--- src/rtl/i2c_secondary_multibyte.sv ---
// I2C secondary (target) with a 7-bit address and an NBYTES-byte payload.
//
// The bus is modelled as separate lines. The primary's drive is SDA_OUT
// qualified by SDA_OE, and a released line reads as 1. This secondary drives
// SDA_IN, where 0 pulls the line low and 1 releases it.
//
// Ports:
//   CLK        system clock; all logic runs on the rising edge
//   RESET      synchronous, active-high reset
//   SCL        bus clock from the primary
//   SDA_OUT    primary SDA drive value
//   SDA_OE     primary SDA output enable (0 = released, reads as 1)
//   I2CS_ADDR  this secondary's 7-bit address
//   RDS_DATA   read payload, byte 0 in the MSBs
//   SDA_IN     secondary SDA drive (0 = pull low, 1 = release), registered
//   WRS_DATA   last complete write payload, byte 0 in the MSBs, registered
//   WR_VALID   one-cycle pulse when WRS_DATA updates
//   RD_STROBE  one-cycle pulse when RDS_DATA is snapshotted
//   BUSY       high from address match until the next START or STOP
//
// Local-side interface: there is no backpressure. WR_VALID is high for
// exactly one CLK, in the same cycle that WRS_DATA first shows the new
// payload. RD_STROBE is high for exactly one CLK, in the cycle after
// RDS_DATA was captured. After that capture, RDS_DATA may change freely.
//
// The FSM state and both counters live in the packed struct fsm_q so that
// checkers can bind to a single signal.
module i2c_secondary_multibyte #(
  parameter int NBYTES = 2,
  parameter int ADDR_W = 7
) (
  input  logic                  CLK,
  input  logic                  RESET,
  input  logic                  SCL,
  input  logic                  SDA_OUT,
  input  logic                  SDA_OE,
  input  logic [ADDR_W-1:0]     I2CS_ADDR,
  input  logic [8*NBYTES-1:0]   RDS_DATA,
  output logic                  SDA_IN,
  output logic [8*NBYTES-1:0]   WRS_DATA,
  output logic                  WR_VALID,
  output logic                  RD_STROBE,
  output logic                  BUSY
);

  localparam int DW  = 8 * NBYTES;
  localparam int BCW = $clog2(NBYTES + 1);

  typedef enum logic [2:0] {
    S_IDLE, S_ADDR, S_ADDR_ACK, S_WR_DATA, S_WR_ACK, S_RD_DATA, S_RD_ACK, S_WAIT_STOP
  } state_t;

  typedef struct packed {
    state_t         state;
    logic [2:0]     bit_cnt;
    logic [BCW-1:0] byte_cnt;
    logic           bit_seen;  // an SCL rise occurred since the last SCL fall
  } fsm_t;

  fsm_t           fsm_q, fsm_d;
  logic           scl_q, p_q;
  logic [7:0]     sr_q, sr_d;
  logic [DW-1:0]  shadow_q, shadow_d;
  logic [DW-1:0]  snap_q, snap_d;
  logic           ack_q, ack_d;
  logic           sda_q, sda_d;
  logic [DW-1:0]  wrs_q, wrs_d;
  logic           wr_valid_q, wr_valid_d;
  logic           rd_strobe_q, rd_strobe_d;
  logic           busy_q, busy_d;

  logic           p;
  logic           scl_rise, scl_fall, start_det, stop_det;
  logic [BCW-1:0] next_idx;
  logic [7:0]     cur_byte, nxt_byte;

  function automatic logic [7:0] get_byte(input logic [DW-1:0] v, input logic [BCW-1:0] idx);
    logic [7:0] r;
    r = v[DW-1 -: 8];
    for (int k = 0; k < NBYTES; k++)
      if (int'(idx) == k) r = v[DW-1-8*k -: 8];
    return r;
  endfunction

  function automatic logic [DW-1:0] put_byte(input logic [DW-1:0] v, input logic [BCW-1:0] idx,
                                             input logic [7:0] b);
    logic [DW-1:0] r;
    r = v;
    for (int k = 0; k < NBYTES; k++)
      if (int'(idx) == k) r[DW-1-8*k -: 8] = b;
    return r;
  endfunction

  assign p         = SDA_OE ? SDA_OUT : 1'b1;
  assign scl_rise  = SCL & ~scl_q;
  assign scl_fall  = ~SCL & scl_q;
  assign start_det = SCL & scl_q & p_q & ~p;
  assign stop_det  = SCL & scl_q & ~p_q & p;

  // After a read ACK the byte index wraps, so the snapshot is resent.
  assign next_idx = (int'(fsm_q.byte_cnt) == NBYTES - 1) ? '0 : fsm_q.byte_cnt + BCW'(1);
  assign cur_byte = get_byte(snap_q, fsm_q.byte_cnt);
  assign nxt_byte = get_byte(snap_q, next_idx);

  always_ff @(posedge CLK) begin
    if (RESET) begin
      scl_q             <= 1'b1;
      p_q               <= 1'b1;
      fsm_q.state       <= S_IDLE;
      fsm_q.bit_cnt     <= '0;
      fsm_q.byte_cnt    <= '0;
      fsm_q.bit_seen    <= 1'b0;
      sr_q              <= '0;
      shadow_q          <= '0;
      snap_q            <= '0;
      ack_q             <= 1'b1;
      sda_q             <= 1'b1;
      wrs_q             <= '0;
      wr_valid_q        <= 1'b0;
      rd_strobe_q       <= 1'b0;
      busy_q            <= 1'b0;
    end else begin
      scl_q             <= SCL;
      p_q               <= p;
      fsm_q             <= fsm_d;
      sr_q              <= sr_d;
      shadow_q          <= shadow_d;
      snap_q            <= snap_d;
      ack_q             <= ack_d;
      sda_q             <= sda_d;
      wrs_q             <= wrs_d;
      wr_valid_q        <= wr_valid_d;
      rd_strobe_q       <= rd_strobe_d;
      busy_q            <= busy_d;
    end
  end

  always_comb begin
    fsm_d       = fsm_q;
    sr_d        = sr_q;
    shadow_d    = shadow_q;
    snap_d      = snap_q;
    ack_d       = ack_q;
    sda_d       = sda_q;
    wrs_d       = wrs_q;
    wr_valid_d  = 1'b0;
    rd_strobe_d = 1'b0;
    busy_d      = busy_q;

    if (start_det) begin
      fsm_d.state    = S_ADDR;
      fsm_d.bit_cnt  = '0;
      fsm_d.byte_cnt = '0;
      fsm_d.bit_seen = 1'b0;  // the SCL fall that follows START carries no bit
      sda_d          = 1'b1;
      busy_d         = 1'b0;
    end else if (stop_det) begin
      fsm_d.state    = S_IDLE;
      sda_d          = 1'b1;
      busy_d         = 1'b0;
    end else begin
      if (scl_rise)      fsm_d.bit_seen = 1'b1;
      else if (scl_fall) fsm_d.bit_seen = 1'b0;

      case (fsm_q.state)
        S_ADDR: begin
          if (scl_rise) sr_d = {sr_q[6:0], p};
          if (scl_fall && fsm_q.bit_seen) begin
            if (fsm_q.bit_cnt == 3'd7) begin
              fsm_d.bit_cnt = '0;
              if (sr_q[7:1] == I2CS_ADDR) begin
                sda_d       = 1'b0;
                busy_d      = 1'b1;
                fsm_d.state = S_ADDR_ACK;
              end else begin
                sda_d       = 1'b1;
                fsm_d.state = S_WAIT_STOP;
              end
            end else begin
              fsm_d.bit_cnt = fsm_q.bit_cnt + 3'd1;
            end
          end
        end

        // sr_q still holds the address byte here; its LSB is R/nW.
        S_ADDR_ACK: begin
          if (scl_fall && fsm_q.bit_seen) begin
            fsm_d.bit_cnt  = '0;
            fsm_d.byte_cnt = '0;
            if (!sr_q[0]) begin
              sda_d       = 1'b1;
              fsm_d.state = S_WR_DATA;
            end else begin
              snap_d      = RDS_DATA;
              rd_strobe_d = 1'b1;
              sda_d       = RDS_DATA[DW-1];
              fsm_d.state = S_RD_DATA;
            end
          end
        end

        S_WR_DATA: begin
          if (scl_rise) sr_d = {sr_q[6:0], p};
          if (scl_fall && fsm_q.bit_seen) begin
            if (fsm_q.bit_cnt == 3'd7) begin
              fsm_d.bit_cnt = '0;
              if (int'(fsm_q.byte_cnt) < NBYTES) begin
                shadow_d    = put_byte(shadow_q, fsm_q.byte_cnt, sr_q);
                sda_d       = 1'b0;
                fsm_d.state = S_WR_ACK;
              end else begin
                // One byte more than the payload holds: NACK it.
                sda_d       = 1'b1;
                fsm_d.state = S_WAIT_STOP;
              end
            end else begin
              fsm_d.bit_cnt = fsm_q.bit_cnt + 3'd1;
            end
          end
        end

        S_WR_ACK: begin
          if (scl_fall && fsm_q.bit_seen) begin
            sda_d          = 1'b1;
            fsm_d.byte_cnt = fsm_q.byte_cnt + BCW'(1);
            fsm_d.state    = S_WR_DATA;
            if (int'(fsm_q.byte_cnt) == NBYTES - 1) begin
              wrs_d      = shadow_q;
              wr_valid_d = 1'b1;
            end
          end
        end

        // bit_cnt counts the bits already on the line; bit (7 - bit_cnt) is
        // being driven now.
        S_RD_DATA: begin
          if (scl_fall && fsm_q.bit_seen) begin
            if (fsm_q.bit_cnt == 3'd7) begin
              fsm_d.bit_cnt = '0;
              sda_d         = 1'b1;
              fsm_d.state   = S_RD_ACK;
            end else begin
              fsm_d.bit_cnt = fsm_q.bit_cnt + 3'd1;
              sda_d         = cur_byte[3'd6 - fsm_q.bit_cnt];
            end
          end
        end

        S_RD_ACK: begin
          if (scl_rise) ack_d = p;
          if (scl_fall && fsm_q.bit_seen) begin
            if (!ack_q) begin
              fsm_d.byte_cnt = next_idx;
              fsm_d.bit_cnt  = '0;
              sda_d          = nxt_byte[7];
              fsm_d.state    = S_RD_DATA;
            end else begin
              sda_d       = 1'b1;
              fsm_d.state = S_WAIT_STOP;
            end
          end
        end

        S_WAIT_STOP: sda_d = 1'b1;

        default: ;
      endcase
    end
  end

  assign SDA_IN    = sda_q;
  assign WRS_DATA  = wrs_q;
  assign WR_VALID  = wr_valid_q;
  assign RD_STROBE = rd_strobe_q;
  assign BUSY      = busy_q;

endmodule
--- config.mk ---
export PLATFORM = sky130hd
export DESIGN_NAME = i2c_secondary_multibyte
export DESIGN_NICKNAME = d
export VERILOG_FILES = /design/src/rtl/i2c_secondary_multibyte.sv
export SDC_FILE = /design/constraint.sdc
export NUM_CORES = 1
export LEC_CHECK = 0
export ABC_AREA = 1
export CORE_UTILIZATION = 45
export DETAILED_ROUTE_END_ITERATION = 10
export PLACE_DENSITY = 0.8
export SLEW_MARGIN = 25
export SYNTH_ARGS = -nofsm -noshare
export SYNTH_HDL_FRONTEND = slang
export SYNTH_SLANG_ARGS = --single-unit
--- constraint.sdc ---
create_clock -name CLK -period 2.45 [get_ports CLK]
set_clock_uncertainty 0.1 [all_clocks]
set_input_delay 0.6125 -clock CLK [delete_from_list [all_inputs] [get_ports CLK]]
set_output_delay 0.6125 -clock CLK [all_outputs]
set_load 0.01 [all_outputs]
[Word level (Yosys, flattened, before mapping)]
Index checks and enable logic that the tools add are counted.
Storage, ports and cells
  flip-flop bits (word level): 72
  input port bits: 28
  output and inout bits: 20
Operators by class
  add/subtract/negate cells: 3
  $lt $le $gt $ge: 2
  equality and inequality tests: 30
  multiplexer cells: 46
  bitwise logic cells: 16
  reductions and logical operators: 26
Operator list (count)
  inequality test 4 bit (second input constant): 9
  2-to-1 mux 8 bit: 4
  2-to-1 mux 6 bit: 4
  2-to-1 mux 3 bit: 7
  2-to-1 mux 1 bit: 20
  inequality test 2 bit (second input constant): 10
  AND reduction 10 bit: 2
  case mux 3 bit (6 select lines): 1
  equality test 3 bit (second input constant): 5
  case mux 3 bit (5 select lines): 1
  AND reduction 7 bit: 2
  AND reduction 4 bit: 3
  AND reduction 5 bit: 2
  OR reduction 5 bit: 2
  inverter 1 bit: 9
  AND reduction 9 bit: 1
  2-to-1 mux 2 bit: 4
  AND reduction 8 bit: 1
  nonzero test 8 bit: 1
  bitwise AND 1 bit: 7
  equality test 7 bit: 1
  2-to-1 mux 7 bit: 1
  case mux 1 bit (7 select lines): 1
  nonzero test 7 bit: 1
  21 further kinds: 24

[Logic depth before layout (Yosys ltp)]
  depth in word-level cells: 7
  gate-level depth with buffers: 14
  gate-level depth less buffers: 13

[Worst setup path after synthesis]
Ideal clock, no wire load.
  path type: input to register
  from: in SCL
  to: reg shadow_q[5]
  library setup time: 0.066 ns
  arrival: 1.752 ns
  data required time: 2.284 ns
  path slack: 0.532 ns
  cell stages on the path: 9
  cells stage by stage: inv_1 -> ha_1 -> nand2_2 -> inv_2 -> nand4_4 -> nor3_4 -> buf_6 -> o21ai_2 -> a21oi_2
Between the ends
  cells in the longest elaborated chain, start to end: 5
  elaborated cells between the ends (all ways): 11
  those cells by class: bitwise: 9; reduce/logical: 2
Ends and longest elaborated chain
  start, declared: RTL line 34  | input logic SCL,
  bitwise AND 1 bit: RTL line 97, 98
  bitwise AND 1 bit (on tied branches) (2 in series): RTL line 97, 98
  inverter 1 bit (no source line)
  AND reduction 7 bit (no source line) (*)
  end signal, assigned: RTL line 127  | shadow_q <= shadow_d;
  end, declared: RTL line 63  | logic [DW-1:0] shadow_q, shadow_d;
Every way passes the cells marked *; elsewhere a longest branch is shown, timed or not.
A chain may end at the register's enable or synchronous reset.

[Final worst setup path]
  from: in SCL
  to: reg wrs_q[11], in the netlist WRS_DATA[11]
Between the ends
  cells in the longest elaborated chain, start to end: 5
  elaborated cells between the ends (all ways): 11
  those cells by class: bitwise: 9; reduce/logical: 2
Ends and longest elaborated chain
  bitwise AND 1 bit: RTL line 97, 98
  bitwise AND 1 bit (on tied branches) (2 in series): RTL line 97, 98
  inverter 1 bit (no source line)
  AND reduction 5 bit (no source line) (*)
  end signal, assigned: RTL line 131  | wrs_q <= wrs_d;
  end, declared: RTL line 67  | logic [DW-1:0] wrs_q, wrs_d;
Marks and branches as above.

==> impl_metrics.py <==
metrics = {
    "power": {
        "power.density_nw_per_um2": 730,
        "p_leak_nw": 1.82,
        "ir_drop_mv": 0.432,
        "total_power_mw": 3.23,
    },
    "clock_tree": {
        "post-cts-setup-buffers": 0,
        "hold_buffers": 0,
        "cts_tree": "done",
        "numCtsBuffers": 9,
        "root_buffer": "clkbuf_8",
        "htreeDepth": 3,
        "clk_pin_slew_ns": 0.07,
        "cts_resized": 0,
        "clockBufferDepth": 2,
        "clock_sinks": 72,
        "clkLatencyLatePin_ns": 0.35,
    },
    "layout": {
        "diodes": 0,
        "drive_above_1_share_pct": 16.6,
        "fillers": 631,
        "fin_nets": 557,
        "postLayoutCoreUtil_pct": 59.7,
        "layout_commonest_cell": "nor2_1",
        "area_growth_pct": 25.6,
        "final_cell_mix": "nor2_1, dfxtp_1, nand2_1",
    },
    "run": {
        "maxCapViolations": 0,
    },
    "timing": {
        "max_freq_ghz": 0.461,
        "tns_ns": 0,
        "period_needed_ns": 2.17,
        "grt_setup_unrepaired": "false",
        "maxSlewHeadroom_pct": 77.7,
        "setup_violations": 0,
        "finalHoldViolations": 0,
        "fin_crit_sh_pct": 88.6,
        "finalMaxSlewViolations": 0,
        "worst_pin_slew_ns": 0.332,
    },
    "global_route": {
        "antenna_found_initial": 0,
        "grt_pass1_vias": 2973,
        "top_usage_layer": "met2",
        "grt_use_met1_pct": 25.5,
        "grt_use_met3_pct": 5.30,
        "use_met2_pct": 34.8,
        "grt.overflow.total": 0,
        "grt.total_usage_pct": 20.7,
        "grt_start_max_net_pins": 51,
        "grt_pass1_wl_mm": 13.7,
    },
    "floorplan": {
        "die_y_um": 90.4,
        "core-area_um2": 7410,
        "die_area_um2": 8170,
        "initial_utilization_pct": 47.5,
        "ios": 48,
        "fp.dieW_um": 90.4,
        "rows": 31,
    },
    "worst_setup_path": {
        "r2r_slack_ns": 0.39,
        "cp_cell_sequence": "clkdlybuf4s50_1, ha_1, nand3_1, nand2_4, inv_2, nand4_4, inv_2, nor2_1, nor2_1",
        "r2r-start": "fsm_q[2]",
        "critical_path_class": "input port to flop",
        "endpoint_kind": "flop",
        "cp.arrival_ns": 2.36,
        "path_delay_family": "buffers and inverters",
        "startpoint_type": "input port",
        "slowest_stage": "clkdlybuf4s50_1",
        "r2r.worst_path.cells": 13,
        "max_stage_delay_ns": 0.46,
        "crit_fanout": 18,
        "cp.required_ns": 2.63,
        "cp_num_cells": 9,
        "crit_buf_inv": 3,
        "reg2reg_to": "SDA_IN",
    },
    "place": {
        "io_buffers": 47,
        "hpwl_mm": 5.97,
        "place.gp.congestion": 0.871,
    },
    "status": {
        "outcome": "finished, final reports clean",
    },
    "drt": {
        "wl_mm": 7.95,
        "drtIter0Drc": 150,
        "vias_per_cell": 5.04,
        "vias": 3146,
        "drc": 0,
        "dr.pass1.iters": 4,
        "ant_nets": 0,
        "avgRoutedWirePerCell_um": 12.7,
    },
    "logic_synthesis": {
        "ys_types": 40,
        "ys_seq_elements": 72,
        "syn_nets": 495,
        "syn_inst": 458,
        "synth_seq_area_share_pct": 41.0,
        "synth.avg_cell_area_um2": 7.68,
        "yosysWarnings": 0,
        "syn-cell-area_um2": 3520,
    },
    "hold_path": {
        "whs_endpoint": "BUSY",
        "hold_path_startpoint": "BUSY",
        "min_path_type": "flop to flop",
        "min_path_cells": 2,
    },
}
## layout make-up
cell class | count | area (um^2) | area share (%)
clock inverter | 5 | 62.6 | 1.42
inverter | 47 | 183 | 4.13
sequential | 72 | 1440 | 32.6
multi-input combinational | 324 | 1780 | 40.3
tap | 99 | 124 | 2.80
clock buffer | 11 | 151 | 3.43
timing repair buffer | 66 | 676 | 15.3
## stage by stage
step	area [um^2]	cells	hold slack [ns]	worst slack, ns
after detailed placement	4210	608	0.349	-0.0944
after global routing	4420	624	0.384	0.126
final	4420	624	0.358	0.279
after floorplan	3520	458	0.344	0.532
after global placement	4210	608	0.340	-0.0230
after CTS	4420	624	0.360	0.264
## worst min-delay path, delay by kind of cell (launching register included)
family / cells / cell delay, ns
flip-flops: 1 / 0.32
AO/OA/AOI/OAI: 1 / 0.05
buffers and inverters: 1 / 0.05
## cell usage after synthesis
master	n	share of area, %
nor2_1	80	8.5
dfxtp_1	72	41
nand2_1	63	6.7
o21ai_0	50	7.1
inv_1	36	3.8
a21oi_1	29	4.1
nand3_1	21	3.0
nor2_2	13	2.3
o21ai_1	11	1.6
ha_1	9	3.2
inv_2	7	0.75
buf_6	6	1.9
clkbuf_1	5	0.53
xnor2_1	5	1.2
a21oi_2	4	1.0
nand2_2	4	0.71
o21ai_2	4	1.0
nand4_1	3	0.53
nor2_4	3	0.96
nor2_8	3	1.7
nor3_1	3	0.43
a31oi_1	2	0.36
buf_2	2	0.28
buf_4	2	0.43
inv_4	2	0.36
nand2_4	2	0.64
nand3_2	2	0.57
nand4_4	2	1.2
nor3_4	2	0.92
a22o_1	1	0.25
clkinv_1	1	0.11
clkinv_2	1	0.14
mux2i_1	1	0.28
nand3_4	1	0.50
nand3b_1	1	0.21
nand3b_4	1	0.57
nor3_2	1	0.28
o211ai_1	1	0.21
o311ai_0	1	0.25
xor2_1	1	0.25
## where the power goes
group	total (mW)	switching (mW)	internal, mW
logic	0.950	0.608	0.341
registers	1.29	0.0594	1.23
clock network	0.984	0.453	0.531
## cell families (layout without fill, tap and decap cells)
kind of cell	Yosys count	in the layout	synth area share [%]
simple gates	205	205	29.8
buf+inv	62	129	8.36
fa+ha+maj	9	9	3.20
mux	1	1	0.285
xor+xnor	6	6	1.49
compound gates	103	103	15.9
flops	72	72	41.0
## flip-flops by register name, summed over array words and instances, names as in the netlist
signal	count
p_q	1
sr_q	8
ack_q	1
SDA_IN	1
shadow_q	16
snap_q	16
fsm_q	9
scl_q	1
RD_STROBE	1
BUSY	1
WRS_DATA	16
WR_VALID	1
## metal layers
layer  wire length (um)  part of all wire, %
met1               3390                   43
met2               3880                   49
met3                493                  6.2
met4                190                  2.4
met5                  0                    0
## worst max path at each step
stage	startpoint	endpoint	slack [ns]
final	SCL	WRS_DATA[11]	0.28
after global routing	SCL	fsm_q[1]	0.13
after CTS	SCL	WRS_DATA[6]	0.26
after detailed placement	SCL	WRS_DATA[6]	-0.09
after global placement	SCL	WRS_DATA[4]	-0.02
after floorplan	SCL	shadow_q[5]	0.53
Note: power is estimated with default switching activity, not from simulation.
